==> config.mk <==
export PLATFORM = sky130hd
export DESIGN_NAME = rmatrix_3x3_flat
export DESIGN_NICKNAME = d
export VERILOG_FILES = /design/src/rtl/rmatrix_3x3_if.sv /design/src/rtl/rmatrix_3x3.sv /design/src/flat_wrapper.sv
export SDC_FILE = /design/constraint.sdc
export NUM_CORES = 2
export LEC_CHECK = 0
export BUFFER_PORTS_ARGS = -buffer_cell sky130_fd_sc_hd__buf_2
export CAP_MARGIN = 30
export CORE_UTILIZATION = 50
export DETAILED_ROUTE_END_ITERATION = 8
export PLACE_DENSITY = 0.66
export SLEW_MARGIN = 20
export SYNTH_ARGS = -nofsm -noshare
export SYNTH_HDL_FRONTEND = slang
export SYNTH_SLANG_ARGS = --single-unit
==> constraint.sdc <==
create_clock -name clock -period 12.3 [get_ports clock]
set_input_delay 0 -clock clock [delete_from_list [all_inputs] [get_ports clock]]
set_output_delay 0 -clock clock [all_outputs]
set_load 0.01 [all_outputs]
==> src/rtl/rmatrix_3x3_if.sv <==
// Request/result bundle for rmatrix_3x3.
//   validIn  : one-cycle request strobe, Rx/Ry sampled with it
//   Rx, Ry   : signed Q3.10 tilt angles in half-turns (1024 = 180 deg)
//   R11..R33 : signed Q2.14 rotation matrix entries, row-major
//   validOut : one-cycle strobe marking a fresh matrix
// master = requester (drives angles), slave = rmatrix_3x3.
interface rmatrix_3x3_if;
    logic               validIn;
    logic signed [12:0] Rx;
    logic signed [12:0] Ry;
    logic signed [15:0] R11, R12, R13;
    logic signed [15:0] R21, R22, R23;
    logic signed [15:0] R31, R32, R33;
    logic               validOut;

    modport master (
        output validIn, Rx, Ry,
        input  R11, R12, R13, R21, R22, R23, R31, R32, R33, validOut
    );

    modport slave (
        input  validIn, Rx, Ry,
        output R11, R12, R13, R21, R22, R23, R31, R32, R33, validOut
    );
endinterface

==> src/rtl/rmatrix_3x3.sv <==
// Tilt angles (about X, about Y) to 3x3 rotation matrix R = Ry*Rx in Q2.14.
// Two rotation-mode CORDIC units run side by side for 16 cycles, one
// multiply cycle forms the products, and a final cycle registers the result.
// Ports:
//   clock : system clock, rising edge
//   reset : asynchronous active-low clear
//   bus   : rmatrix_3x3_if slave (validIn/Rx/Ry in, R11..R33/validOut out)
//
// state  | meaning
// IDLE   | waiting for validIn; captures and clamps both angles
// ROTATE | 16 CORDIC micro-rotations, counter runs 15 down to 0
// MULT   | round sin/cos to Q2.14 and form the matrix products
// DONE   | load outputs, pulse validOut, back to IDLE
module rmatrix_3x3 (
    input  logic         clock,
    input  logic         reset,
    rmatrix_3x3_if.slave bus
);
    typedef enum logic [1:0] {IDLE = 2'd0, ROTATE = 2'd1, MULT = 2'd2, DONE = 2'd3} state_t;

    // x0 = 1/K in Q2.16 so the rotated vector ends at unit length.
    localparam logic signed [17:0] CORDIC_K = 18'sd39797;
    localparam logic signed [15:0] Q14_ONE  = 16'sd16384;
    // z is in 2^-16 half-turn units: 90 deg = 0.5 half-turn = 32768.
    localparam logic signed [18:0] Z_LIMIT  = 19'sd32768;

    function automatic logic signed [18:0] atan_lut(input logic [3:0] i);
        case (i)
            4'd0:    return 19'sd16384;
            4'd1:    return 19'sd9672;
            4'd2:    return 19'sd5110;
            4'd3:    return 19'sd2594;
            4'd4:    return 19'sd1302;
            4'd5:    return 19'sd652;
            4'd6:    return 19'sd326;
            4'd7:    return 19'sd163;
            4'd8:    return 19'sd81;
            4'd9:    return 19'sd41;
            4'd10:   return 19'sd20;
            4'd11:   return 19'sd10;
            4'd12:   return 19'sd5;
            4'd13:   return 19'sd3;
            default: return 19'sd1;
        endcase
    endfunction

    function automatic logic signed [18:0] clamp_angle(input logic signed [12:0] a);
        logic signed [18:0] t;
        t = 19'(a);
        if (a > 13'sd512)
            return Z_LIMIT;
        else if (a < -13'sd512)
            return -Z_LIMIT;
        else
            return t <<< 6;
    endfunction

    // Q2.16 -> Q2.14, round half up, clipped to +/-1.0.
    function automatic logic signed [15:0] round_q14(input logic signed [17:0] v);
        logic signed [17:0] r;
        r = (v + 18'sd2) >>> 2;
        if (r > 18'sd16384)
            return Q14_ONE;
        else if (r < -18'sd16384)
            return -Q14_ONE;
        else
            return r[15:0];
    endfunction

    function automatic logic signed [15:0] qmul(input logic signed [15:0] a,
                                                input logic signed [15:0] b);
        logic signed [31:0] p;
        p = (32'(a) * 32'(b) + 32'sd8192) >>> 14;
        if (p > 32'sd32767)
            return 16'sh7FFF;
        else if (p < -32'sd32768)
            return 16'sh8000;
        else
            return p[15:0];
    endfunction

    function automatic logic signed [15:0] qneg(input logic signed [15:0] a);
        if (a == 16'sh8000)
            return 16'sh7FFF;
        else
            return -a;
    endfunction

    state_t             state;
    logic [3:0]         cnt;
    logic signed [17:0] x_x, y_x, x_y, y_y;
    logic signed [18:0] z_x, z_y;
    logic signed [15:0] p11, p12, p13, p22, p23, p31, p32, p33;

    logic [3:0]         iter;
    logic signed [18:0] atan_i;
    logic signed [17:0] x_x_n, y_x_n, x_y_n, y_y_n;
    logic signed [18:0] z_x_n, z_y_n;
    logic signed [15:0] cx, sx, cy, sy;

    always_comb begin
        iter   = 4'd15 - cnt;
        atan_i = atan_lut(iter);
        // Rotate toward z = 0: positive residual angle means rotate CCW.
        if (!z_x[18]) begin
            x_x_n = x_x - (y_x >>> iter);
            y_x_n = y_x + (x_x >>> iter);
            z_x_n = z_x - atan_i;
        end else begin
            x_x_n = x_x + (y_x >>> iter);
            y_x_n = y_x - (x_x >>> iter);
            z_x_n = z_x + atan_i;
        end
        if (!z_y[18]) begin
            x_y_n = x_y - (y_y >>> iter);
            y_y_n = y_y + (x_y >>> iter);
            z_y_n = z_y - atan_i;
        end else begin
            x_y_n = x_y + (y_y >>> iter);
            y_y_n = y_y - (x_y >>> iter);
            z_y_n = z_y + atan_i;
        end
        cx = round_q14(x_x);
        sx = round_q14(y_x);
        cy = round_q14(x_y);
        sy = round_q14(y_y);
    end

    always_ff @(posedge clock or negedge reset) begin
        if (!reset) begin
            state        <= IDLE;
            cnt          <= '0;
            x_x          <= '0;
            y_x          <= '0;
            z_x          <= '0;
            x_y          <= '0;
            y_y          <= '0;
            z_y          <= '0;
            p11          <= '0;
            p12          <= '0;
            p13          <= '0;
            p22          <= '0;
            p23          <= '0;
            p31          <= '0;
            p32          <= '0;
            p33          <= '0;
            bus.R11      <= Q14_ONE;
            bus.R12      <= '0;
            bus.R13      <= '0;
            bus.R21      <= '0;
            bus.R22      <= Q14_ONE;
            bus.R23      <= '0;
            bus.R31      <= '0;
            bus.R32      <= '0;
            bus.R33      <= Q14_ONE;
            bus.validOut <= 1'b0;
        end else begin
            bus.validOut <= 1'b0;
            case (state)
                IDLE: begin
                    if (bus.validIn) begin
                        z_x   <= clamp_angle(bus.Rx);
                        z_y   <= clamp_angle(bus.Ry);
                        x_x   <= CORDIC_K;
                        y_x   <= '0;
                        x_y   <= CORDIC_K;
                        y_y   <= '0;
                        cnt   <= 4'd15;
                        state <= ROTATE;
                    end
                end
                ROTATE: begin
                    x_x <= x_x_n;
                    y_x <= y_x_n;
                    z_x <= z_x_n;
                    x_y <= x_y_n;
                    y_y <= y_y_n;
                    z_y <= z_y_n;
                    if (cnt == 4'd0)
                        state <= MULT;
                    else
                        cnt <= cnt - 4'd1;
                end
                MULT: begin
                    p11   <= cy;
                    p12   <= qmul(sy, sx);
                    p13   <= qmul(sy, cx);
                    p22   <= cx;
                    p23   <= qneg(sx);
                    p31   <= qneg(sy);
                    p32   <= qmul(cy, sx);
                    p33   <= qmul(cy, cx);
                    state <= DONE;
                end
                DONE: begin
                    bus.R11      <= p11;
                    bus.R12      <= p12;
                    bus.R13      <= p13;
                    bus.R21      <= '0;
                    bus.R22      <= p22;
                    bus.R23      <= p23;
                    bus.R31      <= p31;
                    bus.R32      <= p32;
                    bus.R33      <= p33;
                    bus.validOut <= 1'b1;
                    state        <= IDLE;
                end
                default: state <= IDLE;
            endcase
        end
    end
endmodule

==> src/flat_wrapper.sv <==
// flat-port wrapper written by rule: the top's interface ports become plain ports
module rmatrix_3x3_flat 
  (clock, reset, bus_validIn, bus_Rx, bus_Ry, bus_R11, bus_R12, bus_R13, bus_R21, bus_R22, bus_R23, bus_R31, bus_R32, bus_R33, bus_validOut);
  rmatrix_3x3_if bus_i ();
  input  logic clock;
  input  logic reset;
  input wire logic [$bits(bus_i.validIn)-1:0] bus_validIn;
  input wire logic [$bits(bus_i.Rx)-1:0] bus_Rx;
  input wire logic [$bits(bus_i.Ry)-1:0] bus_Ry;
  output wire logic [$bits(bus_i.R11)-1:0] bus_R11;
  output wire logic [$bits(bus_i.R12)-1:0] bus_R12;
  output wire logic [$bits(bus_i.R13)-1:0] bus_R13;
  output wire logic [$bits(bus_i.R21)-1:0] bus_R21;
  output wire logic [$bits(bus_i.R22)-1:0] bus_R22;
  output wire logic [$bits(bus_i.R23)-1:0] bus_R23;
  output wire logic [$bits(bus_i.R31)-1:0] bus_R31;
  output wire logic [$bits(bus_i.R32)-1:0] bus_R32;
  output wire logic [$bits(bus_i.R33)-1:0] bus_R33;
  output wire logic [$bits(bus_i.validOut)-1:0] bus_validOut;
  assign bus_i.validIn = bus_validIn;
  assign bus_i.Rx = bus_Rx;
  assign bus_i.Ry = bus_Ry;
  assign bus_R11 = bus_i.R11;
  assign bus_R12 = bus_i.R12;
  assign bus_R13 = bus_i.R13;
  assign bus_R21 = bus_i.R21;
  assign bus_R22 = bus_i.R22;
  assign bus_R23 = bus_i.R23;
  assign bus_R31 = bus_i.R31;
  assign bus_R32 = bus_i.R32;
  assign bus_R33 = bus_i.R33;
  assign bus_validOut = bus_i.validOut;
  rmatrix_3x3 u_core (.clock(clock), .reset(reset), .bus(bus_i));
endmodule
* Word level (Yosys, flattened, before mapping)
Memory sizes are Yosys's and may differ from the RTL's. Index checks and enable logic that the tools add are counted.
Storage, ports and cells: register bits after elaboration 373, memory bits (read-only) 240, input port bits 29, output and inout bits 145, memories 1, logic and storage cells 137
Memories:
- (name not given) | words 16, width 15, rd ports 1, clocked after Yosys merged registers in 0, wr ports 0, RTL line rmatrix_3x3.sv:28 | case (i)
Operators by class: $lt $le $gt $ge 20, multiply operators 4, shift operators 4, add/sub/neg operators 24, multiplexer cells 45, reductions and logical operators 6, equality and inequality tests 8
Operators with widths (number):
- two-way mux 16 bit | 18
- two-way mux 19 bit | 8
- case mux 18 bit (2 select lines) | 4
- adder 32 x 15 -> 32 bit (second input constant) | 4
- multiplier 16 x 16 -> 32 bit | 4
- two-way mux 18 bit | 6
- case mux 19 bit (2 select lines) | 2
- adder 18 bit | 4
- adder 18 x 3 -> 18 bit (second input constant) | 4
- > comparator 18 x 16 -> 1 bit (second input constant) | 4
- less-than comparator 18 x 16 -> 1 bit (second input constant) | 4
- >>> shifter 18 x 4 -> 18 bit | 4
- subtractor 18 bit | 4
- > comparator 16 bit (second input constant) | 4
- less-than comparator 16 x 15 -> 1 bit (second input constant) | 4
- adder 19 bit | 2
- subtractor 19 bit | 2
- == test 16 bit (second input constant) | 2
- negation 16 bit | 2
- > comparator 13 x 11 -> 1 bit (second input constant) | 2
- less-than comparator 13 x 10 -> 1 bit (second input constant) | 2
- two-way mux 4 bit | 2
- case mux 2 bit (4 select lines) | 1
- case mux 4 bit (2 select lines) | 1
- 13 further kinds | 17

* Logic depth before layout (Yosys ltp)
word-level depth 9, mapped depth 41, depth with buffers taken out 37

* Worst setup path before layout
No wires, ideal clock.
kind register to register, start reg u_core.y_y[1], end reg u_core.p12[14], path slack 2.959 ns, clock period less this slack 9.341 ns, arrival time 9.215 ns, path buffers 4, required time 12.174 ns, cell stages (with the launch flop) 38, setup time 0.126 ns, cells stage by stage dfrtp_1 ha_1 nand2_1 nor4_4 nand3_1 xnor2_1 nand2_1 o21ai_2 clkbuf_1 clkbuf_1 or2_2 clkbuf_1 buf_1 nor2_1 fa_1 inv_1 fa_1 fa_1 [2 not listed] fa_1 inv_1 fa_1 inv_1 ha_1 a21o_1 a21o_1 a21oi_1 o21ai_0 or2_2 a31oi_1 a21o_2 o21ai_4 a31oi_2 o21bai_1 a221o_1 a211o_1 a221o_1
On the way: cells in the longest elaborated chain, start to end 9, elaborated cells on any way between the ends 11, classes of those cells add/sub (2); mul (1); order compare (4); mux (4)
RTL lines:
- start: declaration | RTL line rmatrix_3x3.sv:91 | logic signed [17:0] x_x, y_x, x_y, y_y;
- start signal: assignment | RTL line rmatrix_3x3.sv:177 | y_y <= y_y_n;
- adder 18 x 3 -> 18 bit (*) | RTL line rmatrix_3x3.sv:61 | r = (v + 18'sd2) >>> 2;
- less-than comparator 16 x 15 -> 1 bit | RTL line rmatrix_3x3.sv:64 | else if (r < -18'sd16384)
- two-way mux 16 bit | RTL line rmatrix_3x3.sv:64
- two-way mux 16 bit (*) | RTL line rmatrix_3x3.sv:62 | if (r > 18'sd16384)
- multiplier 16 x 16 -> 32 bit (*) | RTL line rmatrix_3x3.sv:73 | p = (32'(a) * 32'(b) + 32'sd8192) >>> 14;
- adder 32 x 15 -> 32 bit (*) | RTL line rmatrix_3x3.sv:73
- less-than comparator 18 x 16 -> 1 bit | RTL line rmatrix_3x3.sv:76 | else if (p < -32'sd32768)
- two-way mux 16 bit | RTL line rmatrix_3x3.sv:76
- two-way mux 16 bit (*) | RTL line rmatrix_3x3.sv:74 | if (p > 32'sd32767)
- end signal: assignment | RTL line rmatrix_3x3.sv:186 | p12 <= qmul(sy, sx);
- end: declaration | RTL line rmatrix_3x3.sv:93 | logic signed [15:0] p11, p12, p13, p22, p23, p31, p32, p33;
Every way passes the cells marked *; elsewhere a longest branch is shown, timed or not. A chain may end at the register's enable or synchronous reset.

* Worst setup path in the final report
start reg u_core.x_y[2], end reg u_core.p33[14]
On the way: cells in the longest elaborated chain, start to end 9, elaborated cells on any way between the ends 11, classes of those cells add/sub (2); mul (1); order compare (4); mux (4)
RTL lines:
- start: declaration | RTL line rmatrix_3x3.sv:91
- start signal: assignment | RTL line rmatrix_3x3.sv:176 | x_y <= x_y_n;
- adder 18 x 3 -> 18 bit (*) | RTL line rmatrix_3x3.sv:61
- less-than comparator 16 x 15 -> 1 bit | RTL line rmatrix_3x3.sv:64
- two-way mux 16 bit | RTL line rmatrix_3x3.sv:64
- two-way mux 16 bit (*) | RTL line rmatrix_3x3.sv:62
- multiplier 16 x 16 -> 32 bit (*) | RTL line rmatrix_3x3.sv:73
- adder 32 x 15 -> 32 bit (*) | RTL line rmatrix_3x3.sv:73
- less-than comparator 18 x 16 -> 1 bit | RTL line rmatrix_3x3.sv:76
- two-way mux 16 bit | RTL line rmatrix_3x3.sv:76
- two-way mux 16 bit (*) | RTL line rmatrix_3x3.sv:74
- end signal: assignment | RTL line rmatrix_3x3.sv:192 | p33 <= qmul(cy, cx);
- end: declaration | RTL line rmatrix_3x3.sv:93
Marks and branches as above.

==> flow_metrics.tcl <==
set metrics [dict create \
    grt_max_degree 90 \
    ys_async_sr_fraction 1.00 \
    skew_ps 34.3 \
    antenna_found_initial 6 \
    gp_congestion 0.959 \
    drtAntennaViolNets 0 \
    crit_arrival_ps 11470 \
    cp.required_ps 12800 \
    htreeDepth 2 \
    endpoint_kind "flop" \
    status "finished, final reports clean" \
    cap_viol_max_count 0 \
    clock_path_buffers 3 \
    critPathKind "flop to flop" \
    grt_pass1_vias 51800 \
    drt-total-wl_mm 189 \
    synthCells 7130 \
    cts-buffers-inserted 46 \
    path_max_fanout 24 \
    layout-drive-gt1-share 0.107 \
    slowest_stage "nor2_1" \
    cts_setup_buffers 0 \
    report.final.slew_viol_count 0 \
    via_per_inst 5.67 \
    cts_root_buf "clkbuf_16" \
    synth_cell_types 97 \
    die_area_um2 129000 \
    timing_hold_violations_final 0 \
    grt_usage 0.298 \
    rows 130 \
    drtPass1Iterations 6 \
    drtIter0Drc 4110 \
    vias 49900 \
    dieWidth_um 359 \
    cts_tree "done" \
    die_h_um 359 \
    rsz0062_at_grt "false" \
    wl_per_cell_um 21.5 \
    setup_violations 0 \
    max_stage_delay_ps 940 \
    synth_edf_count 0 \
    area_delta_synth_final_pct 6.65 \
    io_buffers 157 \
    cp_common_cell "fa_1" \
    startpoint_type "flop" \
    synth_area_um2 63900 \
    drc_errors 0 \
    hp-class "input pin to flop" \
    min_period_ps 10970 \
    core_um2 126000 \
    cts-hold-fix-buffers 32 \
    multi_input_area_um2 48300 \
    clk_pin_slew_ps 60 \
    ios 174 \
    fmax_mhz 91.2 \
    ys_seq_area_frac 0.146 \
    max_slew_margin 0.277 \
    fillerInstances 11500 \
    finalNetCount 8615 \
    grt.overflow.total 0 \
    dp_hpwl_mm 145 \
    setup-tns-final_ps 0 \
    clock-sinks 373 \
    avgSynthCellArea_um2 8.96 \
    grt_pass1_wl_mm 300 \
    tightest_slew_ps 1080 \
    synth-seq-cells 373 \
    initial_core_util 0.506 \
    clk_latency_ps 680 \
    synth_ff_type "dfrtp_1" \
    synth_warnings 0 \
    timing.final.crit_share 0.892 \
    cts_resized 0 \
    seq_area_um2 9350 \
]
final cells by class:
cell class                      count  share of cell area
Sequential cell                   373               0.137
Multi-Input combinational cell   5105               0.709
Inverter                         1266              0.0698
Clock buffer                       65              0.0191
Timing Repair Buffer              305              0.0308
Tap cell                         1650              0.0303
Clock inverter                     20             0.00395
Antenna cell                        6            0.000220
sequential cells by signal, summed over array words and instances, names as in the netlist, 18 cells and up:
signal,cells
u_core.y_x,18
u_core.z_y,19
u_core.y_y,18
u_core.x_x,18
u_core.x_y,18
u_core.z_x,19
worst max-delay path, delay by kind of cell, from the launching register on:
family | cells | cell delay (ps)
adder cells (fa/ha/maj) | 8 | 3630
AND/OR/NAND/NOR | 11 | 3310
AO/OA/AOI/OAI | 7 | 2250
buffers and inverters | 4 | 550
XOR/XNOR | 2 | 530
flip-flops | 1 | 510
layer usage:
layer / share of wire / global-route usage
met5: 0 / 0
met4: 0.042 / 0.118
met3: 0.088 / 0.0566
met2: 0.46 / 0.473
met1: 0.41 / 0.404
through the flow:
step	std cells	hold slack [ps]	setup WS (ps)	cell area [µm²]	utilization
after floorplan	7145	-296	2960	63900	-
after global placement	8656	-41.5	1640	66000	0.523
after detailed placement	8663	-45.6	1490	66100	0.524
after CTS	8780	76.0	1490	68000	0.539
after global routing	8784	152	804	68100	0.539
final	8790	127	1330	68100	0.540
Yosys cell counts (all sizes together), types with 28 or more instances:
cell,n,area share
a21boi,28,0.0033
a21o,73,0.0086
a21oi,272,0.022
a221o,28,0.0044
a31oi,33,0.0039
and2,35,0.0034
and3,46,0.0045
buf,107,0.0092
clkbuf,294,0.017
dfrtp,370,0.14
fa,1054,0.33
ha,435,0.085
inv,1264,0.074
mux2,213,0.038
mux2i,57,0.0089
mux4,50,0.018
nand2,788,0.046
nand2b,28,0.0027
nand3,79,0.0065
nand4,33,0.0036
nor2,854,0.050
nor2b,37,0.0036
nor3,65,0.0054
o21ai,216,0.017
or2,45,0.0044
xnor2,231,0.032
xor2,102,0.014
cells in the final DEF, fill, tap and decap left out, types with 45 or more instances in the layout:
master / n
buf_4: 107
nand3_1: 77
and3_1: 46
nor3_1: 60
nor2_1: 836
a21oi_1: 259
buf_2: 157
xor2_1: 101
o21ai_0: 197
a21o_1: 72
ha_1: 432
fa_1: 1054
nand2_1: 785
inv_1: 1261
dfrtp_1: 365
clkbuf_16: 46
mux2_2: 213
mux2i_1: 57
mux4_2: 50
or2_2: 45
xnor2_1: 227
worst paths after layout:
path                       cells after the start          start        endpoint  slack, ps
min                                            6     bus_Ry[11]  u_core.z_y[15]        130
max                                           32  u_core.x_y[2]  u_core.p33[14]       1330
max in group asynchronous                      5          reset  u_core.p33[14]      10090
min reg2reg                                    2  u_core.z_y[3]   u_core.z_y[3]        490
max reg2reg                                   32  u_core.x_y[2]  u_core.p33[14]       1330
min in group asynchronous                      4          reset   u_core.p23[8]        500
cells by family (layout without fill, tap and decap cells):
group / Yosys count / in the layout / share of synthesized area
XOR/XNOR: 333 / 333 / 0.0460
AO/OA/AOI/OAI: 859 / 859 / 0.0867
flip-flops: 373 / 373 / 0.146
other: 1 / 22 / 0.0000587
buffers and inverters: 1667 / 1656 / 0.101
AND/OR/NAND/NOR: 2088 / 2088 / 0.140
adder cells (fa/ha/maj): 1489 / 1489 / 0.416
multiplexers: 320 / 320 / 0.0641
Power is left out: the tool's default activity adds up to more than one toggle a clock period on the data nets, which glitch-free logic cannot reach.
